[src/rtl/mul_7r_seq_pkg.sv]
// mul_7r_seq_pkg: shared FSM state encoding and sizing constants for the 7x7 shift-add multiplier.
package mul_7r_seq_pkg;
   localparam int ITER  = 7;
   localparam int CNT_W = 3;
   typedef enum logic [1:0] {
      ST_IDLE = 2'd0,
      ST_RUN  = 2'd1,
      ST_DONE = 2'd2
   } state_t;
endpackage

[src/rtl/sum_7r.sv]
// sum_7r: 7-bit ripple-carry adder.
//   Ain, Bin : addends
//   Ci       : carry in
//   Sout     : sum
//   Co       : carry out of the top bit
module sum_7r
   import mul_7r_seq_pkg::*;
(
   input  logic [ITER-1:0] Ain,
   input  logic [ITER-1:0] Bin,
   input  logic            Ci,
   output logic [ITER-1:0] Sout,
   output logic            Co
);
   logic [ITER:0] c;
   assign c[0] = Ci;
   for (genvar i = 0; i < ITER; i++) begin : g_bit
      assign Sout[i]  = Ain[i] ^ Bin[i] ^ c[i];
      assign c[i+1]   = (Ain[i] & Bin[i]) | (c[i] & (Ain[i] ^ Bin[i]));
   end
   assign Co = c[ITER];
endmodule

[src/rtl/mul_7r_seq.sv]
// mul_7r_seq: sequential 7x7 unsigned shift-add multiplier around one sum_7r adder.
//   clk, rst : clock, synchronous active-high reset
//   Start    : request a multiply (sampled only in IDLE)
//   Ain, Bin : multiplicand, multiplier (latched on the accepting edge)
//   Busy     : high during the 7 RUN cycles
//   Done     : one-cycle pulse when Prod is updated
//   Prod     : registered 14-bit product, held until the next result
module mul_7r_seq
   import mul_7r_seq_pkg::*;
(
   input  logic          clk,
   input  logic          rst,
   input  logic          Start,
   input  logic [6:0]    Ain,
   input  logic [6:0]    Bin,
   output logic          Busy,
   output logic          Done,
   output logic [13:0]   Prod
);
   state_t           st;
   logic [6:0]       mc;
   logic [13:0]      p;
   logic [13:0]      p_nx;
   logic [CNT_W-1:0] cnt;
   logic [6:0]       s;
   logic             co;
   sum_7r u_sum (
      .Ain  (p[13:7]),
      .Bin  (mc),
      .Ci   (1'b0),
      .Sout (s),
      .Co   (co)
   );
   // multiplier bit p[0] selects add-then-shift or plain shift; carry lands in p[13]
   assign p_nx = p[0] ? {co, s, p[6:1]} : {1'b0, p[13:7], p[6:1]};
   assign Busy = st == ST_RUN;
   assign Done = st == ST_DONE;
   always_ff @(posedge clk) begin
      if (rst) begin
         st   <= ST_IDLE;
         mc   <= '0;
         p    <= '0;
         cnt  <= '0;
         Prod <= '0;
      end else begin
         case (st)
            ST_IDLE: if (Start) begin
               mc  <= Ain;
               p   <= {7'b0, Bin};
               cnt <= '0;
               st  <= ST_RUN;
            end
            ST_RUN: begin
               p   <= p_nx;
               cnt <= cnt + 1'b1;
               if (cnt == CNT_W'(ITER - 1)) begin
                  Prod <= p_nx;
                  st   <= ST_DONE;
               end
            end
            default: st <= ST_IDLE;
         endcase
      end
   end
endmodule

[config.mk]
export PLATFORM = sky130hd
export DESIGN_NAME = mul_7r_seq
export DESIGN_NICKNAME = d
export VERILOG_FILES = /design/src/rtl/mul_7r_seq_pkg.sv /design/src/rtl/sum_7r.sv /design/src/rtl/mul_7r_seq.sv
export SDC_FILE = /design/constraint.sdc
export NUM_CORES = 1
export LEC_CHECK = 0
export CAP_MARGIN = 25
export CORE_ASPECT_RATIO = 1.5
export CORE_MARGIN = 4
export CORE_UTILIZATION = 56
export DETAILED_ROUTE_END_ITERATION = 6
export PLACE_DENSITY_LB_ADDON = 0.25
export SLEW_MARGIN = 10
export SYNTH_ARGS = -nofsm -noshare
export SYNTH_HDL_FRONTEND = slang
export SYNTH_SLANG_ARGS = --single-unit
export TNS_END_PERCENT = 5
[constraint.sdc]
create_clock -name clk -period 4.2 [get_ports clk]
set_input_delay 0.63 -clock clk [delete_from_list [all_inputs] [get_ports clk]]
set_output_delay 0.63 -clock clk [all_outputs]
set_load 0.02 [all_outputs]
==> impl_summary.log <==
INFO  metric outcome = completed
INFO  metric antenna_found_initial = 0
INFO  metric combinationalPowerShare = 0.103
INFO  metric cell_internal_pwr = 642 uW
INFO  metric r2r_cells = 11
INFO  metric synth-edff-count = 0
INFO  metric report.final.setup_viol = 0
INFO  metric worst_ep_required_time = 4.36 ns
INFO  metric cts_tree = yes
INFO  metric power_density = 371 nW/um^2
INFO  metric layout-drive-gt1-share = 0.101
INFO  metric cp_cell_sequence = ha_1 -> fa_1 -> fa_1 -> inv_1 -> fa_1 -> fa_1 -> fa_1 -> inv_1 -> fa_1 -> mux2i_1 -> a211oi_2
INFO  metric power.total = 836 uW
INFO  metric core.rowCount = 25
INFO  metric worst_skew_pair.late_latency = 0.29 ns
INFO  metric timing_worst_setup_path_type = register to register
INFO  metric postSynthAreaPerCell = 9.23 sq um
INFO  metric cp.arrival = 3.25 ns
INFO  metric synth_fp_nets = 227
INFO  metric cp.depth = 11
INFO  metric yosys_warnings = 0
INFO  metric final_max_slew_viol_count = 0
INFO  metric achievable-frequency = 324 MHz
INFO  metric detailed_place.area = 2130 sq um
INFO  metric worst_hold_path.num_cells = 2
INFO  metric hold_start = Prod[5]
INFO  metric dieWidth = 55.0 microns
INFO  metric worst_slew_margin_rel = 0.552
INFO  metric io-pin-count = 33
INFO  metric path_clk_slew = 0.08 ns
INFO  metric first_pass_grt_wire_length = 6890 microns
INFO  metric asyncSetResetFlopFracSynth = 0
INFO  metric number_of_port_buffers = 32
INFO  metric synthesis.instances = 201
INFO  metric final.setup_skew = 0.00715 ns
INFO  metric worst_setup_path_start_kind = register
INFO  metric seq_power_share = 0.489
INFO  metric pin_slew_with_the_least_headroom_to_its_limit = 0.672 ns
INFO  metric hold_buffers = 0
INFO  metric diodes = 0
INFO  metric crit_slowest_cell = sky130_fd_sc_hd__fa_1
INFO  metric sw_frac_of_total = 0.232
INFO  metric syn_area = 1850 sq um
INFO  metric route.detailed.wl_per_inst = 15.1 microns
INFO  metric yosysSeqAreaShare = 0.432
INFO  metric crit_path_frequent_cell = sky130_fd_sc_hd__fa_1
INFO  metric wl = 4050 microns
INFO  metric switchingPower = 194 uW
INFO  metric final_critical_path_setup_slack = 1.12 ns
INFO  metric endpoint_kind = register
INFO  metric critical-path-max-stage-delay = 0.41 ns
INFO  metric detail_route.iter0.violations = 56
INFO  metric cts_sinks = 40
INFO  metric path_max_fanout = 3
INFO  metric synthFlopType = sky130_fd_sc_hd__dfxtp_1
INFO  metric final_period_minus_worst_setup_slack = 3.08 ns
INFO  metric postCtsSetupRepairBufs = 0
INFO  metric remaining_drc_errors = 0
INFO  metric final.setup.tns = 0 ns
INFO  metric overflow = 0
INFO  metric yosysUniqueCellTypes = 38
INFO  metric p_clk_frac = 0.408
INFO  metric grt_use_total = 0.220
INFO  metric timing.critical_path.from = p[7]
INFO  metric drt.antenna.violating_nets = 0
INFO  metric worst_case_vdd_ir_drop = 0.336 mV
INFO  metric clockBufferDepth = 2
INFO  metric crit_buf_inv = 2
INFO  metric effective_utilization_at_floorplan = 0.587
INFO  metric cap_viol_max_count = 0
INFO  metric layout.nets = 253
INFO  metric cts.root.buffer_cell = sky130_fd_sc_hd__clkbuf_8
INFO  metric crit_family = adder cells
INFO  metric finish.instance_area = 2260 sq um
INFO  metric die_y = 78.5 microns
INFO  metric coreArea = 3160 sq um
INFO  metric rsz0062_at_grt = no
INFO  metric layout_worst_path_cycle_share = 0.734
INFO  metric regToRegStartpoint = p[7]
INFO  metric leakagePower = 0.806 nW
INFO  metric pre_cts_slack = 1.13 ns
INFO  metric drt_pass1_iterations = 4
INFO  metric dp_hpwl = 2960 microns
INFO  metric vias_in_the_first_global_route = 1488
INFO  metric vias_per_cell = 5.53
INFO  metric areaGrowthSynthToFinish = 21.7%
INFO  metric die_area = 4310 sq um
INFO  metric cts_inserted_buffers = 5
INFO  metric hold_viol_final = 0
INFO  metric cts.htree.levels = 2
INFO  metric ys_ff_latch = 40
INFO  metric vias = 1483
INFO  metric worst_hold_class = register to register
INFO  metric grt_start_max_net_pins = 25
INFO  metric cts_resized = 0
INFO  metric gp_congestion = 0.830
==> metrics by stage <==
stage	util	hold WS [ns]	std cells
global placement	0.674	0.444	260
floorplan	-	0.436	201
global route	0.714	0.479	268
CTS	0.714	0.457	268
detailed placement	0.674	0.446	260
finish	0.714	0.455	268
==> flip-flops by register name (all words and copies together), names as in the netlist <==
name / flops
p: 14
mc: 7
Prod: 14
st: 2
cnt: 3
==> cell usage after synthesis, types with 2 or more instances <==
cell	n	share of area
sky130_fd_sc_hd__mux2i_1	4	0.022
sky130_fd_sc_hd__a211oi_2	3	0.020
sky130_fd_sc_hd__nand2_1	32	0.065
sky130_fd_sc_hd__buf_4	2	0.0081
sky130_fd_sc_hd__ha_1	3	0.020
sky130_fd_sc_hd__nor2_1	21	0.043
sky130_fd_sc_hd__o2bb2ai_1	3	0.014
sky130_fd_sc_hd__clkbuf_1	4	0.0081
sky130_fd_sc_hd__nor2_4	2	0.012
sky130_fd_sc_hd__fa_1	6	0.065
sky130_fd_sc_hd__nand2b_1	3	0.010
sky130_fd_sc_hd__a22o_1	3	0.014
sky130_fd_sc_hd__buf_2	3	0.0081
sky130_fd_sc_hd__nor4_1	4	0.013
sky130_fd_sc_hd__buf_6	5	0.030
sky130_fd_sc_hd__a21oi_1	22	0.059
sky130_fd_sc_hd__nor2b_1	2	0.0067
sky130_fd_sc_hd__nor4_2	2	0.013
sky130_fd_sc_hd__nand3b_1	2	0.0081
sky130_fd_sc_hd__dfxtp_1	40	0.43
sky130_fd_sc_hd__inv_1	9	0.018
sky130_fd_sc_hd__nor3_1	8	0.022
sky130_fd_sc_hd__a211o_1	3	0.014
==> final timing paths <==
path	to	slack [ns]
hold / removal	Prod[5]	0.46
setup / recovery	Prod[12]	1.12
hold reg to reg	Prod[5]	0.46
setup reg to reg	Prod[12]	1.12
==> logic make-up (layout without fill, tap and decap cells) <==
kind of cell    Yosys count  after routing  synth area share
mux                       5              5            0.0277
compound gates           39             39             0.146
simple gates             83             83             0.229
flops                    40             40             0.432
fa+ha+maj                 9              9            0.0850
xor+xnor                  1              1           0.00472
buf+inv                  24             51            0.0749
==> per-layer routing <==
layer  GRT usage  vias up  wire length [microns]
met4       0.102        0                     97
met3      0.0493        7                    234
met5           0        -                      0
met1       0.258      702                   1520
met2       0.365       47                   2200
li1            -      727                      -
==> worst register-to-register path, cell delays in order (launching register included) <==
cell and delay, ns:
sky130_fd_sc_hd__dfxtp_1 0.37, sky130_fd_sc_hd__ha_1 0.19, sky130_fd_sc_hd__fa_1 0.19, sky130_fd_sc_hd__fa_1 0.18
sky130_fd_sc_hd__inv_1 0.06, sky130_fd_sc_hd__fa_1 0.39, sky130_fd_sc_hd__fa_1 0.39, sky130_fd_sc_hd__fa_1 0.37
sky130_fd_sc_hd__inv_1 0.08, sky130_fd_sc_hd__fa_1 0.41, sky130_fd_sc_hd__mux2i_1 0.24, sky130_fd_sc_hd__a211oi_2 0.10
==> layout by cell type, fill, tap and decap left out, types with 2 or more instances in the layout <==
| cell | instances |
|---|---|
| sky130_fd_sc_hd__ha_1 | 3 |
| sky130_fd_sc_hd__inv_1 | 9 |
| sky130_fd_sc_hd__mux2i_1 | 4 |
| sky130_fd_sc_hd__clkbuf_8 | 7 |
| sky130_fd_sc_hd__nor4_1 | 4 |
| sky130_fd_sc_hd__nor4_2 | 2 |
| sky130_fd_sc_hd__a22o_1 | 3 |
| sky130_fd_sc_hd__a21oi_1 | 22 |
| sky130_fd_sc_hd__nor2_4 | 2 |
| sky130_fd_sc_hd__fa_1 | 6 |
| sky130_fd_sc_hd__a211oi_2 | 3 |
| sky130_fd_sc_hd__nand2b_1 | 3 |
| sky130_fd_sc_hd__dfxtp_1 | 40 |
| sky130_fd_sc_hd__nor2b_1 | 2 |
| sky130_fd_sc_hd__a211o_1 | 3 |
| sky130_fd_sc_hd__nand2_1 | 32 |
| sky130_fd_sc_hd__clkdlybuf4s50_1 | 32 |
| sky130_fd_sc_hd__nand3b_1 | 2 |
| sky130_fd_sc_hd__nor2_1 | 21 |
| sky130_fd_sc_hd__nor3_1 | 8 |
| sky130_fd_sc_hd__o2bb2ai_1 | 3 |
==> final cells by class <==
cell class	count	area, sq um
Multi-Input combinational cell	137	915
Tap cell	40	50.0
Clock buffer	7	96.3
Timing Repair Buffer	33	328
Sequential cell	40	801
Inverter	10	37.5
Clock inverter	1	30.0
Fill cell	248	902
==> power by group through the flow <==
stage / Clock, mW / Combinational (mW) / Sequential, mW
after floorplan: 0 / 0.0688 / 0.409
after global placement: 0 / 0.0825 / 0.417
after detailed placement: 0 / 0.0866 / 0.418
after CTS: 0.344 / 0.0872 / 0.409
after global routing: 0.365 / 0.0971 / 0.412
final: 0.341 / 0.0864 / 0.409
Power figures use the tool's default switching activity.
